$ cat src/rtl/snes_pad_responder.sv
// SNES controller emulation: answers the console's latch/clock polling on two ports with
// button state, including per-button autofire shared across both ports.
module snes_pad_responder #(
    parameter int unsigned TURBO_LATCHES = 4
) (
    input  logic        clk_sys,
    input  logic        reset,
    input  logic        JOY_STRB,
    input  logic        JOY1_CLK,
    input  logic        JOY2_CLK,
    input  logic [11:0] BTN1,
    input  logic [11:0] BTN2,
    input  logic [11:0] TURBO1,
    input  logic [11:0] TURBO2,
    input  logic        CONN1,
    input  logic        CONN2,
    output logic        JOY1_DI,
    output logic        JOY2_DI
);

    localparam logic [7:0] TurboLatches = 8'(TURBO_LATCHES);

    // [0],[1] synchronizer stages, [2] delay flop for edge detection
    logic [2:0]       strb_q;
    logic [1:0][2:0]  pclk_q;

    logic [1:0][15:0] shreg_q, shreg_d;
    logic [1:0][4:0]  bitcnt_q, bitcnt_d;
    logic [1:0]       di_q, di_d;
    logic [7:0]       latch_cnt_q, latch_cnt_d;
    logic             phase_q, phase_d;

    logic             strb_hi, strb_fall;
    logic [1:0]       pclk_rise;
    logic [1:0][11:0] btn, turbo;
    logic [1:0]       conn;
    logic [1:0][15:0] word;

    assign btn   = {BTN2, BTN1};
    assign turbo = {TURBO2, TURBO1};
    assign conn  = {CONN2, CONN1};

    assign strb_hi   = strb_q[1];
    assign strb_fall = strb_q[2] & ~strb_q[1];
    assign pclk_rise = {pclk_q[1][1] & ~pclk_q[1][2], pclk_q[0][1] & ~pclk_q[0][2]};

    always_comb begin
        latch_cnt_d = latch_cnt_q;
        phase_d     = phase_q;
        if (strb_fall) begin
            if (latch_cnt_q + 8'd1 == TurboLatches) begin
                latch_cnt_d = 8'd0;
                phase_d     = ~phase_q;
            end else begin
                latch_cnt_d = latch_cnt_q + 8'd1;
            end
        end
    end

    always_comb begin
        word     = '0;
        shreg_d  = shreg_q;
        bitcnt_d = bitcnt_q;
        di_d     = '1;
        for (int p = 0; p < 2; p++) begin
            word[p] = {4'b0000, btn[p] & ~(turbo[p] & {12{phase_q}})};
            if (strb_hi) begin
                shreg_d[p]  = word[p];
                bitcnt_d[p] = 5'd0;
            end else if (pclk_rise[p]) begin
                shreg_d[p] = {1'b1, shreg_q[p][15:1]};
                if (bitcnt_q[p] != 5'd16) begin
                    bitcnt_d[p] = bitcnt_q[p] + 5'd1;
                end
            end
            // Driven from next-state so the pin follows on the same edge the shift happens
            di_d[p] = conn[p] ? ~shreg_d[p][0] : 1'b1;
        end
    end

    always_ff @(posedge clk_sys) begin
        if (reset) begin
            strb_q      <= 3'b000;
            pclk_q      <= {3'b111, 3'b111};
            shreg_q     <= '0;
            bitcnt_q    <= '0;
            di_q        <= 2'b11;
            latch_cnt_q <= 8'd0;
            phase_q     <= 1'b0;
        end else begin
            strb_q      <= {strb_q[1:0], JOY_STRB};
            pclk_q[0]   <= {pclk_q[0][1:0], JOY1_CLK};
            pclk_q[1]   <= {pclk_q[1][1:0], JOY2_CLK};
            shreg_q     <= shreg_d;
            bitcnt_q    <= bitcnt_d;
            di_q        <= di_d;
            latch_cnt_q <= latch_cnt_d;
            phase_q     <= phase_d;
        end
    end

    assign JOY1_DI = di_q[0];
    assign JOY2_DI = di_q[1];

endmodule

$ cat config.mk
export PLATFORM = sky130hd
export DESIGN_NAME = snes_pad_responder
export DESIGN_NICKNAME = d
export VERILOG_FILES = /design/src/rtl/snes_pad_responder.sv
export SDC_FILE = /design/constraint.sdc
export NUM_CORES = 1
export LEC_CHECK = 0
export ABC_CLOCK_PERIOD_IN_PS = 1900
export CORE_MARGIN = 5
export CORE_UTILIZATION = 44
export DETAILED_ROUTE_END_ITERATION = 8
export PLACE_DENSITY = 0.82
export SETUP_SLACK_MARGIN = 0.05
export SLEW_MARGIN = 20
export SYNTH_ARGS = -nofsm -noshare
export SYNTH_HDL_FRONTEND = slang
export SYNTH_SLANG_ARGS = --single-unit
export TNS_END_PERCENT = 20
$ cat constraint.sdc
create_clock -name clk_sys -period 1.9 [get_ports clk_sys]
set_clock_uncertainty 0.1 [all_clocks]
set_input_delay 0.285 -clock clk_sys [delete_from_list [all_inputs] [get_ports clk_sys]]
set_output_delay 0.285 -clock clk_sys [all_outputs]
set_load 0.005 [all_outputs]
After elaboration in Yosys (flattened, before gate mapping)
Index checks and enable logic that the tools add are counted.
{ "word_totals": {"input_bits": 55, "regBits": 52} }
{ "op_classes": {"reduce_logical": 6, "n_mux": 5, "n_eq_ne": 1, "add_sub_neg": 1, "bitwise_logic": 17} }
{ "op_table": {"columns": ["cell", "count"], "rows": [
  ["$and A12 B12 Y12", 4],
  ["$mux W12", 4],
  ["$not A12 Y12", 2],
  ["$add A8 B1 Y8 const B", 1],
  ["$eq A8 B3 Y1 const B", 1],
  ["$mux W8", 1],
  ["$not A1 Y1", 8],
  ["$reduce_or A2 Y1", 3],
  ["$reduce_bool A2 Y1", 2],
  ["$and A1 B1 Y1", 3],
  ["$reduce_and A2 Y1", 1]
]} }

Logic depth before layout (Yosys ltp)
Gate-level depths: netlist (run 1).
{ "depth": {"ltp_word": 5, "ltp_mapped": 5, "depth_no_buf": 5} }

Worst setup path before layout (run 1)
Ideal clock, no wire load.
{ "synth_path": {"kind": "register -> register", "startpoint": "register latch_cnt_q[0]", "endpoint": "register phase_q", "period_less_slack_ps": 1792, "path_stages_with_launch": 6, "arrival_time_ps": 1568, "path_buffers": 0, "path_slack_ps": 108, "cell_sequence": "dfxtp_1 ha_1 xor2_1 nand4_1 nor4_2 mux2_1"} }
{ "synth_between": {"elab_chain_cells": 3} }
{ "synth_lines": {"columns": ["item", "line_no", "source"], "rows": [
  ["start, declared", "30", "logic [7:0] latch_cnt_q, latch_cnt_d;"],
  ["start signal, assigned", "97", "latch_cnt_q <= latch_cnt_d;"],
  ["$add A8 B1 Y8", "51", "if (latch_cnt_q + 8'd1 == TurboLatches) begin"],
  ["$eq A8 B3 Y1", "51", null],
  ["$reduce_and A2 Y1 (no source line)", null, null],
  ["end signal, assigned", "98", "phase_q <= phase_d;"],
  ["end, declared", "31", "logic phase_q, phase_d;"]
]} }
No other way between the ends.
A chain may end at the register's enable or synchronous reset.

Worst setup path in the final report (run 1)
{ "layout_path": {"startpoint": "register latch_cnt_q[3]", "endpoint": "register phase_q"} }
The elaborated chain is that of the path after synthesis.

==> results of run 1 <==
## per-stage QoR
step	setup slack, ns	cell area, sq um	util [%]
2_1_floorplan	0.108	2240	-
3_3_place_gp	0.111	2900	57.5
3_5_place_dp	0.0566	2900	57.5
4_1_cts	0.0988	2990	59.3
5_1_grt	0.0614	3010	59.7
6_report	0.164	3010	59.7
## power groups by stage
stage	combinational, W	clock [W]	sequential, W
floorplan	0.0000925	0	0.00117
global placement	0.000228	0	0.00117
detailed placement	0.000232	0	0.00117
CTS	0.000234	0.000648	0.00115
global route	0.000253	0.000687	0.00115
finish	0.000231	0.000626	0.00114
## cell type report
type / instances / area share, %
multi-input cells: 201 / 37.2
well taps: 70 / 2.91
flip-flops and latches: 52 / 34.8
clock buffers: 8 / 2.99
inverters: 1 / 0.125
repair buffers: 68 / 22.0
## critical path, stage by stage (launching register included)
cell and delay (ns):
dfxtp_1 0.45, nand4_1 0.18, o21a_1 0.25, nor4_4 0.30, mux2_1 0.35
## sequential cells by signal (all words and copies together) (netlist names)
| name | flops |
|---|---|
| strb_q | 3 |
| latch_cnt_q | 8 |
| pclk_q | 6 |
| shreg_q | 32 |
| di_q | 2 |
| phase_q | 1 |
## kinds of logic (layout without fill, tap and decap cells)
logic type / Yosys count / after routing / share of synthesized area, %
DFF: 52 / 52 / 46.5
and+or+nand+nor: 130 / 130 / 26.2
muxes: 1 / 1 / 0.502
AOI/OAI and AO/OA: 60 / 60 / 18.3
buffers and inverters: 23 / 77 / 4.35
xor gates and xnor gates: 8 / 8 / 3.13
adders and majority gates: 2 / 2 / 1.12
## layer usage
layer  part of all wire (%)  vias up  wire, microns  global-route usage, %
met5                      0        -              0                      0
met4                    1.8        0             90                   6.76
met3                    4.2        7            204                   3.33
met2                     50       31           2440                   26.1
met1                     44      886           2170                   18.9
li1                       -     1052              -                      -
## worst max path at each step
stage / end / start / cells past startpoint
3_3_place_gp: phase_q / latch_cnt_q[1] / 5
4_1_cts: phase_q / latch_cnt_q[1] / 5
6_report: phase_q / latch_cnt_q[3] / 4
5_1_grt: phase_q / latch_cnt_q[3] / 4
3_5_place_dp: phase_q / latch_cnt_q[1] / 5
2_1_floorplan: phase_q / latch_cnt_q[0] / 5
## what timing repair did
action | in CTS | in global routing
resized for setup | 2 | 4
pin swaps | 0 | 1
endpoints found under the setup margin | 1 | 1
## placed cells by master, fill, tap and decap left out, types with 2 or more instances in the layout
cell / count
nor3_1: 4
buf_4: 11
or2_2: 7
xnor2_1: 3
clkdlybuf4s50_1: 56
nor2_1: 11
nand2b_1: 3
clkbuf_8: 6
and2_1: 8
clkbuf_1: 2
nand2_1: 80
xor2_1: 5
a211oi_1: 18
nand4_1: 5
dfxtp_1: 50
nor2b_1: 6
a311oi_1: 16
a21oi_1: 23
==> reports/metrics.cfg, run 1 <==
[run_status]
outcome=finished clean

[yosys]
ys.flop_type=dfxtp_1
synth.distinct_cells=30
synth_edf_count=0
syn-num-nets=333
synth-seq-cells=52
yosysWarnings=0
synth_area_per_cell_sq_um=8.12
postSynthCellCount=276
synth_most_common_cell=nand2_1
yosys-top-cells-area=dfxtp_1, nand2_1, a311oi_1
synth_seq_area_share_pct=46.5
synth_top_area_cell=dfxtp_1
ys_async_sr_fraction_pct=0
synth_common_cells=nand2_1, dfxtp_1, a21oi_1, a211oi_1, clkbuf_1
synth_top_cell_area_share_pct=46.5
netlist_area_sq_um=2240

[layout]
n_fill_cell=433
diodes=0
final_layout_size_suffix_gt1_share_pct=9.39
register_area_sq_um=1050
final-instance-count-excl-fill=400
multi_input_area_sq_um=1120
nNetsFinal=386
area_growth_pct=34.3

[sta]
min_period_over_period_pct=91.4
min_period_ns=1.74
fmaxAchievable_ghz=0.576
fin_setup_tns_ns=0
setup_viol=0
final-max-slew-violation-count=0
max_slew_margin_pct=69.8
rsz0062_at_grt=no
hold_viol_final=0
worstMarginPinSlew_ns=0.452
hold-worst-slack_ns=0.315

[die]
die_h_microns=81.4
fp-row-count=26
io_pins=57
dieArea_sq_um=6620
die_x_microns=81.4
coreArea_sq_um=5040
initial_utilization_pct=44.4

[clocking]
clock-sinks=52
cts_tree=yes
clk_latency_ns=0.30
clockBufferDepth=2
root_buffer=clkbuf_8
ctsHoldBuffers=0
postCtsSetupBuffers=0
htreeDepth=2
clk_pin_slew_ns=0.09
cts_buffers=5

[routing]
drtPass1Iterations=4
routed_wl_mm=4.91
routed_via_density=4.94
num_vias=1976
drtIter0Drc=76
drcViolationCount=0
drtAntennaViolNets=0
routedWlPerCell_microns=12.3

[power_and_ir_drop]
switching_share_pct=21.4
p_int_w=0.00157
powerDensity_nw_per_um2=665
seqPwrFrac_pct=57.2
power_switching_w=0.000428
p_leak_nw=1.04
combPwrFrac_pct=11.5
peakVddDrop_mv=0.395
pwr-share-clk_pct=31.3
p_total_w=0.00200

[hold_path]
hold_path_depth=1
hp-start=pclk_q[3]
hold-path-endpoint=pclk_q[4]
hold_class=register to register

[place]
portBuffers=56
dpl.cell_count=392
hpwl_mm=3.54
gp_congestion=0.867

[worst_setup_path]
critical_path.endpoint_type=register
arrival_ns=1.82
cp-start-kind=register
reg2reg_from=latch_cnt_q[3]
crit_path_max_fanout=8
worstRegToRegCells=4
critPathKind=register to register
r2r_slack_ns=0.16
required_ns=1.99
r2r_end=phase_q

[global_routing]
grt_max_degree=45
grt_pass1_vias=1804
antenna_found_initial=0
grt_pass1_wl_mm=7.96
grt_use_total_pct=15.5
overflow=0

[job]
max_cap_viol_count=0

Note: power is estimated with default switching activity, not from simulation.
==> run 2, diff against run 1 <==
- PLACE_DENSITY: 0.82 -> unset
- PLACE_DENSITY_LB_ADDON: unset -> 0.05
==> reports/metrics.cfg, run 2 (synthesis results as in run 1) <==
[sta]
worstMarginPinSlew_ns=0.616  ; +0.163 ns
fmaxAchievable_ghz=0.560  ; -2.8%
min_period_over_period_pct=94.0  ; +2.6 points
final-max-slew-violation-count=0  ; unchanged
max_slew_margin_pct=58.9  ; -11 points
hold_viol_final=0  ; unchanged
setup_viol=0  ; unchanged
fin_setup_tns_ns=0  ; unchanged
min_period_ns=1.79  ; +0.0503 ns
hold-worst-slack_ns=0.318  ; +0.00268 ns
rsz0062_at_grt=no

[global_routing]
grt-busiest-layer=met2
grtUsageMet1_pct=19.0  ; +0.094 points
grt_use_total_pct=14.4  ; -1.1 points
met2_usage_pct=22.4  ; -3.7 points
overflow=0  ; unchanged
grt_pass1_wl_mm=7.49  ; -5.9%
grt_pass1_vias=1699  ; -5.8%
grt_max_degree=45  ; unchanged
met3_usage_pct=3.77  ; +0.44 points
antenna_found_initial=0  ; unchanged

[worst_setup_path]
critical_path.endpoint_type=register
cp-start-kind=register
crit_path_max_fanout=6  ; -2
required_ns=2.00  ; about the same
cpPeakStageDelay_ns=0.40  ; -0.05 ns
crit_buf_inv=0  ; unchanged
worstRegToRegCells=5  ; +1
critPathSlowestCell=dfxtp_2
critPathTopFamily=simple AND/OR/NAND/NOR gates
arrival_ns=1.88  ; +0.06 ns
r2r_end=phase_q
path_cells=ha_2 > xor2_1 > nand4_1 > nor4_4 > mux2_1
critPathKind=register to register
reg2reg_from=latch_cnt_q[1]
r2r_slack_ns=0.11  ; -0.05 ns

[routing]
routed_via_density=4.91  ; -0.56%
drtPass1Iterations=4  ; unchanged
drcViolationCount=0  ; unchanged
routed_wl_mm=4.73  ; -3.6%
drtAntennaViolNets=0  ; unchanged
drtIter0Drc=69  ; -9.2%
routedWlPerCell_microns=11.8  ; -3.4%
num_vias=1960  ; -0.81%

[clocking]
cts_tree=yes
clockBufferDepth=2  ; unchanged
clock-sinks=52  ; unchanged
postCtsSetupBuffers=0  ; unchanged
cts_buffers=5  ; unchanged
clk_latency_ns=0.30  ; about the same
htreeDepth=2  ; unchanged
root_buffer=clkbuf_8
clk_pin_slew_ns=0.10  ; about the same

[hold_path]
hold_class=register to register
hp-start=pclk_q[3]
hold-path-endpoint=pclk_q[4]
hold_path_depth=1  ; unchanged

[layout]
largest_register=shreg_q
final_common_cell=nand2_1
n_fill_cell=460  ; +6.2%
area_growth_pct=34.1
largest_reg_flops=32  ; unchanged
top_regs=shreg_q (32), latch_cnt_q (8), pclk_q (6)
final_layout_size_suffix_gt1_share_pct=9.73  ; +0.33 points
final_cell_mix=nand2_1, clkdlybuf4s50_1, dfxtp_1, a21oi_1, a211oi_1
nNetsFinal=385  ; -0.26%
diodes=0  ; unchanged
post-route-util_pct=59.6  ; -0.099 points

[die]
die_x_microns=81.4  ; unchanged
fp-row-count=26  ; unchanged
die_h_microns=81.4  ; unchanged
coreArea_sq_um=5040  ; unchanged
initial_utilization_pct=44.4  ; unchanged
io_pins=57  ; unchanged
dieArea_sq_um=6620  ; unchanged

[job]
max_cap_viol_count=0  ; unchanged

[run_status]
outcome=finished clean

[power_and_ir_drop]
p_leak_nw=1.04  ; -0.24%
powerDensity_nw_per_um2=673  ; +1.3%
peakVddDrop_mv=0.372  ; -5.8%

[place]
hpwl_mm=3.25  ; -8.2%
portBuffers=56  ; unchanged
gp_congestion=0.874  ; +0.82%

==> run 2: worst max path at each step <==
stage                         from      end  cells after the start
floorplan           latch_cnt_q[0]  phase_q                      5
global route        latch_cnt_q[1]  phase_q                      5
detailed placement  latch_cnt_q[1]  phase_q                      5
CTS                 latch_cnt_q[1]  phase_q                      5
finish              latch_cnt_q[1]  phase_q                      5
global placement    latch_cnt_q[1]  phase_q                      5
==> run 2: through the flow <==
step,cells,power [W],cell area [sq um],setup slack [ns]
3_5_place_dp,391,0.00140,2890,0.0578
4_1_cts,399,0.00205,2990,0.0529
6_report,399,0.00202,3000,0.114
3_3_place_gp,391,0.00140,2890,0.104
2_1_floorplan,276,0.00126,2240,0.108
5_1_grt,399,0.00213,3000,0.0197
==> run 2: area by class of cell <==
| class | instances | area, sq um | share of cell area (%) |
|---|---|---|---|
| tap | 70 | 87.6 | 2.92 |
| timing repair buffer | 67 | 656 | 21.8 |
| sequential | 52 | 1040 | 34.7 |
| inverter | 1 | 3.75 | 0.125 |
| clock buffer | 5 | 68.8 | 2.29 |
| clock inverter | 3 | 26.3 | 0.875 |
| multi-input combinational | 201 | 1120 | 37.2 |
==> run 2: per-layer routing <==
metal | vias to the layer above | wire length, microns
li1 | 1046 | -
met1 | 865 | 2300
met2 | 42 | 2040
met3 | 7 | 315
met4 | 0 | 69
met5 | - | 0
==> run 2: worst reg2reg max path, cell delays in order, from the launching register on <==
cell and delay [ns]:
dfxtp_2 0.40, ha_2 0.23, xor2_1 0.15, nand4_1 0.16, nor4_4 0.29, mux2_1 0.35
==> run 2: where the power goes <==
group          total [W]  internal [W]  leakage, nW  switching, W
clock           0.000647      0.000269       0.0487      0.000378
combinational   0.000232      0.000148        0.566     0.0000831
sequential       0.00114       0.00113        0.425     0.0000163
==> run 2: timing repair <==
item / CTS / global route
resized for setup: 1 / 4
setup endpoints to repair: 1 / 1
pin swaps: 0 / 1
hold buffers: 0 / 0
